## src/rtl/udt_seq_pkg.sv

```systemverilog
// ============================================================================
// Module : udt_seq_pkg
// Brief  : Shared UDT sequence-number constants, 31-bit modular helpers and
//          receive loss detector state encoding.
// Rev    : 1.0  initial release
// ============================================================================
`default_nettype none

package udt_seq_pkg;

    localparam logic [31:0] MAX_SEQ_NO = 32'h7FFF_FFFF;
    localparam logic [31:0] SEQ_THRESH = 32'h3FFF_FFFF;

    typedef enum logic [1:0] {
        ST_IDLE   = 2'd0,
        ST_READY  = 2'd1,
        ST_INSERT = 2'd2,
        ST_REMOVE = 2'd3
    } rld_state_e;

    // 31-bit operands make the modulo 2^31 wrap implicit.
    function automatic logic [30:0] seq_inc(input logic [30:0] seq);
        return seq + 31'd1;
    endfunction

    function automatic logic [30:0] seq_dec(input logic [30:0] seq);
        return seq - 31'd1;
    endfunction

    function automatic logic [30:0] seq_off(input logic [30:0] seq, input logic [30:0] ref_seq);
        return seq - ref_seq;
    endfunction

endpackage

`default_nettype wire

```

## src/rtl/rcv_loss_detect_if.sv

```systemverilog
// ============================================================================
// Module : rcv_loss_detect_if
// Brief  : Sequence input and insert/remove output handshakes of the loss
//          detector; slave is the detector, master the parser/loss-list side.
// Rev    : 1.0  initial release
// ============================================================================
`default_nettype none

interface rcv_loss_detect_if;

    logic [31:0] seq_i;
    logic        seq_valid_i;
    logic        seq_ready_o;

    logic [31:0] insertStart_o;
    logic [31:0] insertEnd_o;
    logic        insert_valid_o;
    logic        insert_ready_i;

    logic [31:0] remove_item_o;
    logic        remove_valid_o;
    logic        remove_ready_i;

    modport slave (
        input  seq_i, seq_valid_i, insert_ready_i, remove_ready_i,
        output seq_ready_o, insertStart_o, insertEnd_o, insert_valid_o,
               remove_item_o, remove_valid_o
    );

    modport master (
        output seq_i, seq_valid_i, insert_ready_i, remove_ready_i,
        input  seq_ready_o, insertStart_o, insertEnd_o, insert_valid_o,
               remove_item_o, remove_valid_o
    );

endinterface

`default_nettype wire

```

## src/rtl/udt_seq_off.sv

```systemverilog
// ============================================================================
// Module : udt_seq_off
// Brief  : Combinational 31-bit modular sequence offset with before/after
//          classification; shared by receive and ACK logic.
// Rev    : 1.0  initial release
// ============================================================================
`default_nettype none

module udt_seq_off
    import udt_seq_pkg::*;
#(
    parameter logic [31:0] THRESH = udt_seq_pkg::SEQ_THRESH
) (
    input  wire logic [30:0] seq,
    input  wire logic [30:0] ref_seq,
    output logic      [30:0] off,
    output logic             is_before,
    output logic             is_zero
);

    assign off       = seq_off(seq, ref_seq);
    // Offsets past the threshold are negative in two's-complement terms.
    assign is_before = ({1'b0, off} > THRESH);
    assign is_zero   = (off == 31'd0);

endmodule

`default_nettype wire

```

## src/rtl/rcv_loss_detect.sv

```systemverilog
// ============================================================================
// Module : rcv_loss_detect
// Brief  : Receive-side loss detector: tracks largest received sequence and
//          emits gap inserts / late-packet removes toward the loss list.
// Rev    : 1.0  initial release
// ============================================================================
`default_nettype none

module rcv_loss_detect
    import udt_seq_pkg::*;
#(
    parameter logic [31:0] MAX_SEQ_NO = udt_seq_pkg::MAX_SEQ_NO,
    parameter logic [31:0] SEQ_THRESH = udt_seq_pkg::SEQ_THRESH
) (
    input  wire logic        core_clk,
    input  wire logic        core_rst,
    input  wire logic [31:0] init_seq_i,
    input  wire logic        init_valid_i,
    rcv_loss_detect_if.slave bus,
    output logic      [31:0] curr_seq_o,
    output logic      [31:0] loss_cnt_o
);

    rld_state_e  state, state_n;
    logic [30:0] curr, curr_n;
    logic [31:0] loss, loss_n;
    logic [30:0] ins_start, ins_start_n;
    logic [30:0] ins_end, ins_end_n;
    logic [30:0] rem_item, rem_item_n;

    logic [30:0] seq_s;
    logic [30:0] init_s;
    logic [30:0] off;
    logic        off_before;
    logic        off_zero;
    logic [32:0] loss_sum;

    // Bit 31 of the incoming sequence is the control flag and carries no order.
    assign seq_s  = 31'(bus.seq_i & MAX_SEQ_NO);
    assign init_s = 31'(init_seq_i & MAX_SEQ_NO);

    udt_seq_off #(
        .THRESH    (SEQ_THRESH)
    ) u_seq_off (
        .seq       (seq_s),
        .ref_seq   (curr),
        .off       (off),
        .is_before (off_before),
        .is_zero   (off_zero)
    );

    assign loss_sum = {1'b0, loss} + {2'b00, seq_dec(off)};

    always_comb begin
        state_n     = state;
        curr_n      = curr;
        loss_n      = loss;
        ins_start_n = ins_start;
        ins_end_n   = ins_end;
        rem_item_n  = rem_item;

        if (init_valid_i) begin
            curr_n  = seq_dec(init_s);
            state_n = ST_READY;
        end else begin
            case (state)
                ST_READY: begin
                    if (bus.seq_valid_i) begin
                        if (off == 31'd1) begin
                            curr_n = seq_s;
                        end else if (!off_before && !off_zero) begin
                            ins_start_n = seq_inc(curr);
                            ins_end_n   = seq_dec(seq_s);
                            curr_n      = seq_s;
                            loss_n      = loss_sum[32] ? 32'hFFFF_FFFF : loss_sum[31:0];
                            state_n     = ST_INSERT;
                        end else begin
                            rem_item_n = seq_s;
                            state_n    = ST_REMOVE;
                        end
                    end
                end
                ST_INSERT: begin
                    if (bus.insert_ready_i) begin
                        state_n = ST_READY;
                    end
                end
                ST_REMOVE: begin
                    if (bus.remove_ready_i) begin
                        state_n = ST_READY;
                    end
                end
                default: begin
                    state_n = ST_IDLE;
                end
            endcase
        end
    end

    always_ff @(posedge core_clk or posedge core_rst) begin
        if (core_rst) begin
            state     <= ST_IDLE;
            curr      <= 31'd0;
            loss      <= 32'd0;
            ins_start <= 31'd0;
            ins_end   <= 31'd0;
            rem_item  <= 31'd0;
        end else begin
            state     <= state_n;
            curr      <= curr_n;
            loss      <= loss_n;
            ins_start <= ins_start_n;
            ins_end   <= ins_end_n;
            rem_item  <= rem_item_n;
        end
    end

    assign bus.seq_ready_o    = (state == ST_READY);
    assign bus.insert_valid_o = (state == ST_INSERT);
    assign bus.remove_valid_o = (state == ST_REMOVE);
    assign bus.insertStart_o  = {1'b0, ins_start};
    assign bus.insertEnd_o    = {1'b0, ins_end};
    assign bus.remove_item_o  = {1'b0, rem_item};
    assign curr_seq_o         = {1'b0, curr};
    assign loss_cnt_o         = loss;

endmodule

`default_nettype wire

```

## src/flat_wrapper.sv

```systemverilog
// flat-port wrapper written by rule: the top's interface ports become plain ports
module rcv_loss_detect_flat import udt_seq_pkg::*;
#(
    parameter logic [31:0] MAX_SEQ_NO = udt_seq_pkg::MAX_SEQ_NO,
    parameter logic [31:0] SEQ_THRESH = udt_seq_pkg::SEQ_THRESH
)
  (core_clk, core_rst, init_seq_i, init_valid_i, curr_seq_o, loss_cnt_o, bus_seq_i, bus_seq_valid_i, bus_insert_ready_i, bus_remove_ready_i, bus_seq_ready_o, bus_insertStart_o, bus_insertEnd_o, bus_insert_valid_o, bus_remove_item_o, bus_remove_valid_o);
  rcv_loss_detect_if bus_i ();
  input  wire logic core_clk;
  input  wire logic core_rst;
  input  wire logic [31:0] init_seq_i;
  input  wire logic init_valid_i;
  output logic      [31:0] curr_seq_o;
  output logic      [31:0] loss_cnt_o;
  input wire logic [$bits(bus_i.seq_i)-1:0] bus_seq_i;
  input wire logic [$bits(bus_i.seq_valid_i)-1:0] bus_seq_valid_i;
  input wire logic [$bits(bus_i.insert_ready_i)-1:0] bus_insert_ready_i;
  input wire logic [$bits(bus_i.remove_ready_i)-1:0] bus_remove_ready_i;
  output wire logic [$bits(bus_i.seq_ready_o)-1:0] bus_seq_ready_o;
  output wire logic [$bits(bus_i.insertStart_o)-1:0] bus_insertStart_o;
  output wire logic [$bits(bus_i.insertEnd_o)-1:0] bus_insertEnd_o;
  output wire logic [$bits(bus_i.insert_valid_o)-1:0] bus_insert_valid_o;
  output wire logic [$bits(bus_i.remove_item_o)-1:0] bus_remove_item_o;
  output wire logic [$bits(bus_i.remove_valid_o)-1:0] bus_remove_valid_o;
  assign bus_i.seq_i = bus_seq_i;
  assign bus_i.seq_valid_i = bus_seq_valid_i;
  assign bus_i.insert_ready_i = bus_insert_ready_i;
  assign bus_i.remove_ready_i = bus_remove_ready_i;
  assign bus_seq_ready_o = bus_i.seq_ready_o;
  assign bus_insertStart_o = bus_i.insertStart_o;
  assign bus_insertEnd_o = bus_i.insertEnd_o;
  assign bus_insert_valid_o = bus_i.insert_valid_o;
  assign bus_remove_item_o = bus_i.remove_item_o;
  assign bus_remove_valid_o = bus_i.remove_valid_o;
  rcv_loss_detect #(.MAX_SEQ_NO(MAX_SEQ_NO), .SEQ_THRESH(SEQ_THRESH)) u_core (.core_clk(core_clk), .core_rst(core_rst), .init_seq_i(init_seq_i), .init_valid_i(init_valid_i), .bus(bus_i), .curr_seq_o(curr_seq_o), .loss_cnt_o(loss_cnt_o));
endmodule
```

## config.mk

```make
export PLATFORM = sky130hd
export DESIGN_NAME = rcv_loss_detect_flat
export DESIGN_NICKNAME = d
export VERILOG_FILES = /design/src/rtl/udt_seq_pkg.sv /design/src/rtl/rcv_loss_detect_if.sv /design/src/rtl/udt_seq_off.sv /design/src/rtl/rcv_loss_detect.sv /design/src/flat_wrapper.sv
export SDC_FILE = /design/constraint.sdc
export NUM_CORES = 1
export LEC_CHECK = 0
export CORE_MARGIN = 10
export CORE_UTILIZATION = 60
export DETAILED_ROUTE_END_ITERATION = 8
export DONT_BUFFER_PORTS = 1
export PLACE_DENSITY = 0.81
export SETUP_SLACK_MARGIN = 0.2
export SYNTH_ARGS = -nofsm -noshare
export SYNTH_HDL_FRONTEND = slang
export SYNTH_SLANG_ARGS = --single-unit
```

## constraint.sdc

```tcl
create_clock -name core_clk -period 14.5 [get_ports core_clk]
set_input_delay 0.725 -clock core_clk [delete_from_list [all_inputs] [get_ports core_clk]]
set_output_delay 0.725 -clock core_clk [all_outputs]
set_load 0.1 [all_outputs]
```

==> results <==
- The area share of the largest cell type after synthesis is 32.5%.
- The number of synthesized flops with an enable pin is 0.
- The count of nets left with antenna violations once routing finished came out at 0.
- The detailed-route vias per instance is 6.49.
- The first global-routing pass estimated 55500 um of wire.
- The tree is rooted in a sky130_fd_sc_hd__clkbuf_16.
- The floorplan step defined a die boundary enclosing 26400 um2.
- The type of the worst setup path is reg -> reg.
- The clock arrives with 0.0158 ns of skew.
- The final estimated routing congestion in global placement is 0.943.
- The DRC marker count from the first detailed-route iteration is 933.
- After detailed routing, the number of remaining DRC violations is 0.
- The count of boundary I/O pins is 233.
- Of the available clock period, the critical path in the final layout requires 49.0%.
- The endpoint identified for the worst register-to-register timing path is u_core.loss_cnt_o[4]$_DFFE_PP0P_.
- Sorting the synthesized cells by how often they occur yields sky130_fd_sc_hd__dfrtp_1 (158), sky130_fd_sc_hd__nand2_1 (143), sky130_fd_sc_hd__xnor2_1 (89).
- From bottom edge to top edge, the die measures 162 um.
- The number of hold buffers added after CTS was 0.
- The share of synthesized registers carrying an async set or reset is 100%.
- After synthesis, the mean cell area works out to 9.15 um2.
- The region available for standard cell placement spans 20100 um2.
- The required arrival time at the worst endpoint is 14.83 ns.
- The cell count after synthesis is 1330.
- The H-tree level count is 4.
- The initial utilization of the core area, before any placement, comes to 60.5%.
- The share of post-route cells with drive strength above 1 is 11.7%.
- In this run the horizontal extent of the chip is 162 um.
- The worst path needs 7.10 ns of the cycle, external delays included.
- The run finished with clean final reports.
- The total detailed-routing wirelength is 34800 um.
- The placement row count is 52.
- The via count of the first global-routing pass is 10235.
- The number of antenna violations at the first check in global routing is 0.
- The synthesis-to-layout area growth is 6.28%.
- The net count of the finished layout is 1449.
- The worst setup path is launched from a flip-flop.
- At the later pin of the worst-skew pair, clock insertion delay measures 0.45 ns.
- The number of clock buffers added by TritonCTS is 17.
- Counting distinct cell types in the post-synthesis netlist gives 80.
- Yosys instantiated no cell more often than sky130_fd_sc_hd__dfrtp_1.
- In this run the critical register-to-register path is launched from u_core.curr[8]$_DFFE_PP0P_.
- 0 antenna diodes ended up in the layout.
- Adding up every negative setup slack in the final design gives 0 ns.
- The slew at the pin closest to its max-slew limit is 1.21 ns.
- The most area-hungry cell type in the Yosys netlist is sky130_fd_sc_hd__dfrtp_1.
- Setup repair after global routing left no endpoint under its margin.
- The HPWL after detailed placement is 26200 um.
- The register-to-register setup slack is 7.40 ns.
- Gates resized during post-CTS repair numbered 0.
- Global routing used 25.7% of the available tracks across all layers.
- The count of synthesis-stage warnings from yosys is 0.
- Data arrives at the worst endpoint at 7.44 ns.
- The detailed-route via count is 10313.
- After clock tree synthesis, the setup repair step added 0 buffers.
- TritonCTS built the clock tree.
- The worst register-to-register path has a depth of 24.
- The number of register bits inferred by synthesis is 158.
- Headroom to the max-slew limit came out at 19.6%.
- After synthesis the cells add up to 12200 um2.
- The tightest min-delay check is of the in -> async type.
- The longest clock path from root to sink contains 2 buffers.
- The detail-routed net length per standard cell is 21.9 um.
- The most used flip-flop cell after synthesis is sky130_fd_sc_hd__dfrtp_1.
- Of all nets on the critical path, the largest fanout is 31.
- The number of search-and-repair iterations in the first detailed-routing pass is 5.
- Static timing analysis puts the maximum clock frequency at 141 MHz.
- The number of hold-slack violations in the final timing report was 0.
- Sorting the synthesized cells by area gives the leading types as sky130_fd_sc_hd__dfrtp_1 (32%), sky130_fd_sc_hd__ha_1 (7.2%), sky130_fd_sc_hd__xnor2_1 (6.4%).
- Across the run, the number of max-cap violations was 0.
- The largest net degree at the start of global routing is 105.
- The number of setup violations in the final report is 0.
- The sequential cell area fraction in the yosys report is 32.5%.
- The number of sinks driven by the clock tree is 158.
- Port buffering added 0 buffers.
- STA classifies the critical path endpoint as a flip-flop.
- The clock input transition at the sequential cells of the worst setup and hold paths is 0.08 ns.
- Summed over all layers, the global routing overflow is 0.
- The final count of pins violating max slew is 0.
- Counting the fill cells in the layout gives 1611.
==> state kept, by name, indices dropped and copies added (netlist names) <==
| name | cells |
|---|---|
| u_core.ins_start | 31 |
| u_core.ins_end | 31 |
| u_core.curr | 31 |
| u_core.rem_item | 31 |
| u_core.loss_cnt_o | 32 |
| u_core.state | 2 |
==> critical path, cell delays in order, from the launching register on <==
cell and delay [ns]:
sky130_fd_sc_hd__dfrtp_1 1.06, sky130_fd_sc_hd__inv_1 0.17, sky130_fd_sc_hd__ha_1 0.46, sky130_fd_sc_hd__a21oi_1 0.28, sky130_fd_sc_hd__o21ai_1 0.20, sky130_fd_sc_hd__or3b_2 0.51
sky130_fd_sc_hd__mux2i_1 0.15, sky130_fd_sc_hd__nor2_1 0.11, sky130_fd_sc_hd__nor4_1 0.55, sky130_fd_sc_hd__nand2_1 0.15, sky130_fd_sc_hd__nor2_1 0.15, sky130_fd_sc_hd__xor2_1 0.16
sky130_fd_sc_hd__ha_1 0.31, sky130_fd_sc_hd__a21oi_1 0.17, sky130_fd_sc_hd__nand2_1 0.07, sky130_fd_sc_hd__a21oi_1 0.17, sky130_fd_sc_hd__nor2b_1 0.09, sky130_fd_sc_hd__a211oi_1 0.58
sky130_fd_sc_hd__o311ai_0 0.29, sky130_fd_sc_hd__a41oi_1 0.45, sky130_fd_sc_hd__nor2b_1 0.09, sky130_fd_sc_hd__o21ai_0 0.17, sky130_fd_sc_hd__nand4_1 0.11, sky130_fd_sc_hd__buf_4 0.29
sky130_fd_sc_hd__o22a_1 0.22
==> cells in the final DEF (no fill, tap or decap), types with 31 or more instances in the layout <==
master                      count
sky130_fd_sc_hd__nand3_1       31
sky130_fd_sc_hd__o22a_1        31
sky130_fd_sc_hd__nand2_1      143
sky130_fd_sc_hd__nor3_1        44
sky130_fd_sc_hd__dfrtp_1      158
sky130_fd_sc_hd__nor2_1        77
sky130_fd_sc_hd__a21oi_1       59
sky130_fd_sc_hd__o211ai_1      31
sky130_fd_sc_hd__xnor2_1       89
sky130_fd_sc_hd__o2111ai_1     32
sky130_fd_sc_hd__inv_1         62
sky130_fd_sc_hd__o21ai_0       39
sky130_fd_sc_hd__xor2_1        65
sky130_fd_sc_hd__mux2_2        65
sky130_fd_sc_hd__ha_1          70
==> kinds of logic after synthesis <==
family                   after synthesis  synth area share (%)
other                                  1                0.0308
buffers and inverters                119                  4.23
AO/OA/AOI/OAI                        303                  18.0
XOR/XNOR                             155                  11.2
AND/OR/NAND/NOR                      427                  17.1
multiplexers                          95                  9.43
adder cells (fa/ha/maj)               72                  7.53
flip-flops                           158                  32.5
==> worst max path at each step <==
| stage | from | to | slack, ns | cells past startpoint |
|---|---|---|---|---|
| floorplan | u_core.curr[0]$_DFFE_PP0P_ | u_core.loss_cnt_o[10]$_DFFE_PP0P_ | 8.22 | 25 |
| global placement | u_core.curr[10]$_DFFE_PP0P_ | u_core.loss_cnt_o[24]$_DFFE_PP0P_ | 7.70 | 24 |
| detailed placement | u_core.curr[8]$_DFFE_PP0P_ | u_core.loss_cnt_o[4]$_DFFE_PP0P_ | 7.48 | 24 |
| CTS | u_core.curr[8]$_DFFE_PP0P_ | u_core.loss_cnt_o[22]$_DFFE_PP0P_ | 7.43 | 24 |
| global route | u_core.curr[8]$_DFFE_PP0P_ | u_core.loss_cnt_o[4]$_DFFE_PP0P_ | 6.66 | 24 |
| finish | u_core.curr[8]$_DFFE_PP0P_ | u_core.loss_cnt_o[4]$_DFFE_PP0P_ | 7.40 | 24 |
==> stage by stage <==
stage	cells	cell area (um2)	utilization [%]	hold WS (ns)	setup WS [ns]
2_1_floorplan	1333	12200	-	0.538	8.22
4_1_cts	1590	12900	64.3	0.389	7.43
5_1_grt	1590	12900	64.3	0.408	6.66
6_report	1590	12900	64.3	0.353	7.40
3_5_place_dp	1558	12400	61.5	0.614	7.48
3_3_place_gp	1558	12400	61.5	0.587	7.70
==> final cells by class <==
class | count | area (um2) | area share [%]
Clock buffer | 18 | 429 | 3.32
Timing Repair Buffer | 11 | 82.6 | 0.638
Inverter | 63 | 241 | 1.87
Clock inverter | 14 | 146 | 1.13
Tap cell | 270 | 338 | 2.61
Sequential cell | 158 | 3950 | 30.6
Multi-Input combinational cell | 1056 | 7740 | 59.9
==> routing by layer <==
metal | track usage (%) | vias to the layer above | part of all wire [%] | wire, um
li1 | - | 4841 | - | -
met1 | 30.5 | 4986 | 40 | 13800
met2 | 41.4 | 413 | 47 | 16400
met3 | 10.2 | 73 | 11 | 3660
met4 | 9.39 | 0 | 2.7 | 923
met5 | 0 | - | 0 | 0
Power is left out: the tool's default activity adds up to more than one toggle a clock period on the data nets, which glitch-free logic cannot reach.
